File: config.mk
export PLATFORM = sky130hd
export DESIGN_NAME = m_alu_barrel_shifter
export DESIGN_NICKNAME = d
export VERILOG_FILES = /design/src/rtl/m_alu_barrel_shifter_pkg.sv /design/src/rtl/m_alu_barrel_shifter_shift_stage.sv /design/src/rtl/m_alu_barrel_shifter.sv
export SDC_FILE = /design/constraint.sdc
export NUM_CORES = 1
export LEC_CHECK = 0
export ABC_AREA = 1
export CAP_MARGIN = 20
export CORE_MARGIN = 2
export CORE_UTILIZATION = 54
export DETAILED_ROUTE_END_ITERATION = 7
export PLACE_DENSITY = 0.8
export SYNTH_ARGS = -nofsm -noshare
export SYNTH_HDL_FRONTEND = slang
export SYNTH_HIERARCHICAL = 1
export SYNTH_SLANG_ARGS = --single-unit
File: constraint.sdc
create_clock -name clk -period 1.8 [get_ports clk]
set_input_delay 0.36 -clock clk [delete_from_list [all_inputs] [get_ports clk]]
set_output_delay 0.36 -clock clk [all_outputs]
set_load 0.005 [all_outputs]
File: src/rtl/m_alu_barrel_shifter_pkg.sv
`default_nettype none
// +----------------------------------------------------------------------+
// | p_common : shared shift-operation types for the ALU operand path     |
// | Revision : 1.0                                                       |
// +----------------------------------------------------------------------+
package p_common;

  // Widest shift amount carried in s_shift_op (WIDTH up to 256).
  localparam int c_amt_w_max = 8;

  typedef enum logic [2:0] {
    SHIFT_SHL  = 3'd0,
    SHIFT_SHR  = 3'd1,
    SHIFT_ASL  = 3'd2,
    SHIFT_ASR  = 3'd3,
    SHIFT_ROL  = 3'd4,
    SHIFT_ROR  = 3'd5,
    SHIFT_NONE = 3'd6
  } e_shift_type;

  typedef struct packed {
    e_shift_type              shift_type;
    logic [c_amt_w_max-1:0]   amount;
    logic                     sign;
  } s_shift_op;

endpackage
`default_nettype wire

File: src/rtl/m_alu_barrel_shifter_shift_stage.sv
`default_nettype none
// +----------------------------------------------------------------------+
// | m_alu_shift_stage : NUM_LAYERS log-shifter layers plus one elastic   |
// |                     pipeline register.  Revision : 1.0               |
// +----------------------------------------------------------------------+
module m_alu_shift_stage
  import p_common::*;
#(
  parameter int WIDTH       = 32,
  parameter int FIRST_LAYER = 0,
  parameter int NUM_LAYERS  = 1
) (
  input  logic             clk,
  input  logic             rst,
  input  logic             in_valid,
  output logic             in_ready,
  input  logic [WIDTH-1:0] in_data,
  input  s_shift_op        in_op,
  input  logic             in_carry,
  output logic             out_valid,
  input  logic             out_ready,
  output logic [WIDTH-1:0] out_data,
  output s_shift_op        out_op,
  output logic             out_carry,
  output logic             out_zero
);

  logic [WIDTH-1:0] w_layer [NUM_LAYERS+1];
  logic             r_valid;
  logic [WIDTH-1:0] r_data;
  s_shift_op        r_op;
  logic             r_carry;
  logic             r_zero;

  assign w_layer[0] = in_data;

  for (genvar i = 0; i < NUM_LAYERS; i++) begin : g_layer
    localparam int c_sh = 1 << (FIRST_LAYER + i);
    logic [WIDTH-1:0] w_in;
    logic [WIDTH-1:0] w_sel;

    assign w_in = w_layer[i];

    always_comb begin
      w_sel = w_in;
      if (in_op.amount[FIRST_LAYER + i]) begin
        case (in_op.shift_type)
          SHIFT_SHL, SHIFT_ASL: w_sel = {w_in[WIDTH-1-c_sh:0], {c_sh{1'b0}}};
          SHIFT_SHR:            w_sel = {{c_sh{1'b0}}, w_in[WIDTH-1:c_sh]};
          SHIFT_ASR:            w_sel = {{c_sh{in_op.sign}}, w_in[WIDTH-1:c_sh]};
          SHIFT_ROL:            w_sel = {w_in[WIDTH-1-c_sh:0], w_in[WIDTH-1:WIDTH-c_sh]};
          SHIFT_ROR:            w_sel = {w_in[c_sh-1:0], w_in[WIDTH-1:c_sh]};
          default:              w_sel = w_in;
        endcase
      end
    end

    assign w_layer[i+1] = w_sel;
  end

  // Stage advances when empty or when downstream takes the held result.
  assign in_ready = !r_valid || out_ready;

  always_ff @(posedge clk or posedge rst) begin
    if (rst) begin
      r_valid <= 1'b0;
      r_data  <= '0;
      r_op    <= '0;
      r_carry <= 1'b0;
      r_zero  <= 1'b0;
    end else if (in_ready) begin
      r_valid <= in_valid;
      if (in_valid) begin
        r_data  <= w_layer[NUM_LAYERS];
        r_op    <= in_op;
        r_carry <= in_carry;
        r_zero  <= (w_layer[NUM_LAYERS] == '0);
      end
    end
  end

  assign out_valid = r_valid;
  assign out_data  = r_data;
  assign out_op    = r_op;
  assign out_carry = r_carry;
  assign out_zero  = r_zero;

endmodule
`default_nettype wire

File: src/rtl/m_alu_barrel_shifter.sv
`default_nettype none
// +----------------------------------------------------------------------+
// | m_alu_barrel_shifter : pipelined log barrel shifter with carry/zero  |
// |                        flags and valid/ready stalling. Rev : 1.0     |
// +----------------------------------------------------------------------+
module m_alu_barrel_shifter
  import p_common::*;
#(
  parameter  int WIDTH  = 32,
  parameter  int STAGES = 2,
  localparam int AMT_W  = $clog2(WIDTH)
) (
  input  logic             clk,
  input  logic             rst,
  input  logic             in_valid,
  output logic             in_ready,
  input  logic [WIDTH-1:0] in_data,
  input  e_shift_type      in_type,
  input  logic [AMT_W-1:0] in_amount,
  output logic             out_valid,
  input  logic             out_ready,
  output logic [WIDTH-1:0] out_data,
  output logic             out_carry,
  output logic             out_zero
);

  localparam int c_base  = AMT_W / STAGES;
  localparam int c_extra = AMT_W % STAGES;

  logic [WIDTH-1:0] w_data  [STAGES+1];
  s_shift_op        w_op    [STAGES+1];
  logic             w_valid [STAGES+1];
  logic             w_ready [STAGES+1];
  logic             w_carry [STAGES+1];
  logic             w_zero  [STAGES];

  s_shift_op        w_op_in;
  logic [AMT_W-1:0] w_left_idx;
  logic [AMT_W-1:0] w_right_idx;
  logic             w_carry_in;
  logic             w_unused;

  // Every carry rule reduces to one input bit: WIDTH-amount for the
  // left-moving types (rotate-left lands it in bit 0), amount-1 otherwise.
  assign w_left_idx  = ~in_amount + 1'b1;
  assign w_right_idx = in_amount - 1'b1;

  always_comb begin
    w_carry_in = 1'b0;
    if (in_amount != '0) begin
      case (in_type)
        SHIFT_SHL, SHIFT_ASL, SHIFT_ROL: w_carry_in = in_data[w_left_idx];
        SHIFT_SHR, SHIFT_ASR, SHIFT_ROR: w_carry_in = in_data[w_right_idx];
        default:                         w_carry_in = 1'b0;
      endcase
    end
  end

  always_comb begin
    w_op_in            = '0;
    w_op_in.shift_type = in_type;
    w_op_in.amount     = c_amt_w_max'(in_amount);
    w_op_in.sign       = in_data[WIDTH-1];
  end

  assign w_data[0]       = in_data;
  assign w_op[0]         = w_op_in;
  assign w_valid[0]      = in_valid;
  assign w_carry[0]      = w_carry_in;
  assign w_ready[STAGES] = out_ready;
  assign in_ready        = w_ready[0];

  for (genvar k = 0; k < STAGES; k++) begin : g_stage
    localparam int c_first = k * c_base + ((k < c_extra) ? k : c_extra);
    localparam int c_num   = c_base + ((k < c_extra) ? 1 : 0);

    m_alu_shift_stage #(
      .WIDTH       (WIDTH),
      .FIRST_LAYER (c_first),
      .NUM_LAYERS  (c_num)
    ) u_stage (
      .clk       (clk),
      .rst       (rst),
      .in_valid  (w_valid[k]),
      .in_ready  (w_ready[k]),
      .in_data   (w_data[k]),
      .in_op     (w_op[k]),
      .in_carry  (w_carry[k]),
      .out_valid (w_valid[k+1]),
      .out_ready (w_ready[k+1]),
      .out_data  (w_data[k+1]),
      .out_op    (w_op[k+1]),
      .out_carry (w_carry[k+1]),
      .out_zero  (w_zero[k])
    );
  end

  assign out_valid = w_valid[STAGES];
  assign out_data  = w_data[STAGES];
  assign out_carry = w_carry[STAGES];
  assign out_zero  = w_zero[STAGES-1];

  assign w_unused = ^w_op[STAGES];

endmodule
`default_nettype wire

==> results_dict.tcl <==
set metrics [dict create \
    peakVddDrop_mv 0.494 \
    p_leak_nw 5.66 \
    worst_setup_path_start_kind "register" \
    place_area_um2 9480 \
    std_cell_rows 43 \
    starting_density_pct 55.6 \
    largest_net_degree_at_the_start_of_global_routing 71 \
    synth.cell_area_um2 7750 \
    design.die.area_um2 15300 \
    timing.critical_path.cells "buf_6, nand2_1, nor2_2, nor2_1, buf_6, nand3_2, nand2_1, nand2_1, nand2_2, nand2_2, nor2_4, nand2_2, nor2_4, nand2_2, nand2_1" \
    maxCapViolations 0 \
    status "complete, but fails checks" \
    pwr_dens_nw_per_um2 923 \
    rsz0062_at_grt "yes" \
    drcViolationCount 0 \
    core_util_final_pct 77.7 \
    die_width_um 124 \
    grt_first_pass_wirelength_mm 47.3 \
    grt_antenna_before_repair 0 \
    failing_checks "setup timing" \
    first_iter_violations 1504 \
    vias 10508 \
    crit_slowest_cell "sky130_fd_sc_hd__dfrtp_2" \
    post-dp-hpwl_mm 21.9 \
    syn_avg_cell_area_um2 5.59 \
    grt_overflow 0 \
    place_inst 1690 \
    cts.reportedPaths.clkPinSlew_ps 70 \
    vias_per_cell 6.05 \
    detailedRoute.firstPassIterationCount 8 \
    fin_hold_viols 0 \
    final.hold.worst_slack_ps 380 \
    post_synthesis_cells 1388 \
    ctsRootBufferMaster "sky130_fd_sc_hd__clkbuf_16" \
    ys_warn_count 6 \
    wl_mm 32.3 \
    finish.net_count 1598 \
    gp_routability_congestion 0.994 \
    final_max_slew_viol_count 0 \
    critPathRequiredTime_ps 2080 \
    antenna_cells 0 \
    pre_cts_slack_ps -570 \
    final_layout_size_suffix_gt1_share_pct 20.7 \
    routed_wl_per_cell_um 18.6 \
    io_buffer_count 79 \
    timing.critical_path.buf_inv 2 \
    finalCritPeriodShare_pct 119 \
    criticalPathCategory "reg2reg" \
    total_power_mw 10.0 \
    die_y_um 124 \
    synth.net_count 1434 \
    area_delta_synth_final_pct 39.7 \
    layout.filler_cells 1094 \
    max_stage_delay_ps 450 \
    number_of_routed_nets_with_antenna_violations 0 \
    clock_skew_ps 9.57 \
    critPathMaxFanout 8 \
    post_layout_cell_count 1737 \
    clk_latency_ps 350 \
    clock.fmax_mhz 469 \
    timing.final.crit_period_ps 2130 \
    grt_pass1_vias 9180 \
    worst_hold_path_type "in2async" \
    critical_path.top_delay_family "simple AND/OR/NAND/NOR gates" \
    ctsHoldBuffers 0 \
    core_region_area_um2 13900 \
    clock_tree_from_tritoncts "built" \
    setup_total_negative_slack_ps -613 \
    grt_use_total_pct 39.9 \
    cts_inserted_buffers 9 \
    final_design_area_no_fill_um2 10800 \
    ioPinCount 80 \
    maxSlewHeadroom_pct 69.7 \
    timing_worst_slew_pin_value_ps 454 \
    setup_ws_ps -334 \
    critPathArrivalTime_ps 2420 \
    timing.critical_path.to_type "register" \
    setup_violations 6 \
    clock-sinks 75 \
    htree_levels 3 \
    cts-root-to-sink-buffers 2 \
]
tightest hold or removal path: stages:
cell and delay [ps]:
sky130_fd_sc_hd__clkdlybuf4s50_1 410, sky130_fd_sc_hd__inv_1 100, sky130_fd_sc_hd__buf_12 230
path summary, 6_finish.rpt:
check / end / slack (ps) / cells after the start / startpoint
setup / recovery: g_stage[1].u_stage/out_zero / -330 / 15 / g_stage[0].u_stage/out_op[10]
hold / removal: g_stage[0].u_stage/out_valid / 380 / 3 / rst
setup reg to reg: g_stage[1].u_stage/out_zero / -330 / 15 / g_stage[0].u_stage/out_op[10]
hold reg to reg: g_stage[1].u_stage/out_zero / 470 / 2 / g_stage[1].u_stage/out_zero
max in group asynchronous: g_stage[1].u_stage/out_data[29] / 1060 / 3 / rst
min in group clk: g_stage[1].u_stage/out_zero / 470 / 2 / g_stage[1].u_stage/out_zero
layout by cell type (no fill, tap or decap), drive strengths merged, types with 2 or more instances in the layout:
cell type / count
dlymetal6s2s: 2
buf: 156
ha: 2
or2: 20
o21ai: 68
nand2: 560
inv: 108
clkdlybuf4s50: 71
nor2: 62
clkbuf: 12
nand4: 10
clkinv: 6
a31oi: 7
nand3: 371
bufbuf: 2
a21oi: 11
dlygate4sd2: 4
dfrtp: 75
nand3b: 5
metal layers:
layer	GRT usage [%]	share of wire, %	vias to the layer above	wire length (µm)
met5	0	0	-	0
met4	23.4	6.7	0	2180
met3	6.68	8.7	197	2820
met2	67.3	48	721	15400
met1	47.8	37	4747	11900
li1	-	-	4843	-
area by class of cell:
type | count | area (µm²) | share of cell area (%)
multi-input combinational | 1120 | 5510 | 50.9
timing repair buffer | 238 | 2450 | 22.6
sequential | 75 | 1880 | 17.4
inverter | 107 | 438 | 4.04
clock buffer | 9 | 225 | 2.08
tap | 180 | 225 | 2.08
clock inverter | 7 | 95.1 | 0.878
timing repair inverter | 1 | 8.76 | 0.0809
timing repair:
item	CTS	global route
hold endpoints to repair	0	0
pin swaps	18	58
gates resized for setup	43	150
setup endpoints to repair	39	43
gates cloned	5	2
setup buffers	7	19
power by group:
| part | internal [mW] | switching [mW] | total [mW] |
|---|---|---|---|
| Combinational | 2.44 | 2.92 | 5.37 |
| Clock | 1.12 | 0.847 | 1.96 |
| Sequential | 2.18 | 0.489 | 2.67 |
| Total | 5.74 | 4.26 | 10.0 |
registers in the layout, summed over array words and instances (netlist names):
register and flops:
g_stage.u_stage/out_data 64, g_stage.u_stage/out_op 6, g_stage.u_stage/out_carry 2, g_stage.u_stage/out_valid 2, g_stage.u_stage/out_zero 1
Note: power is estimated with default switching activity, not from simulation.
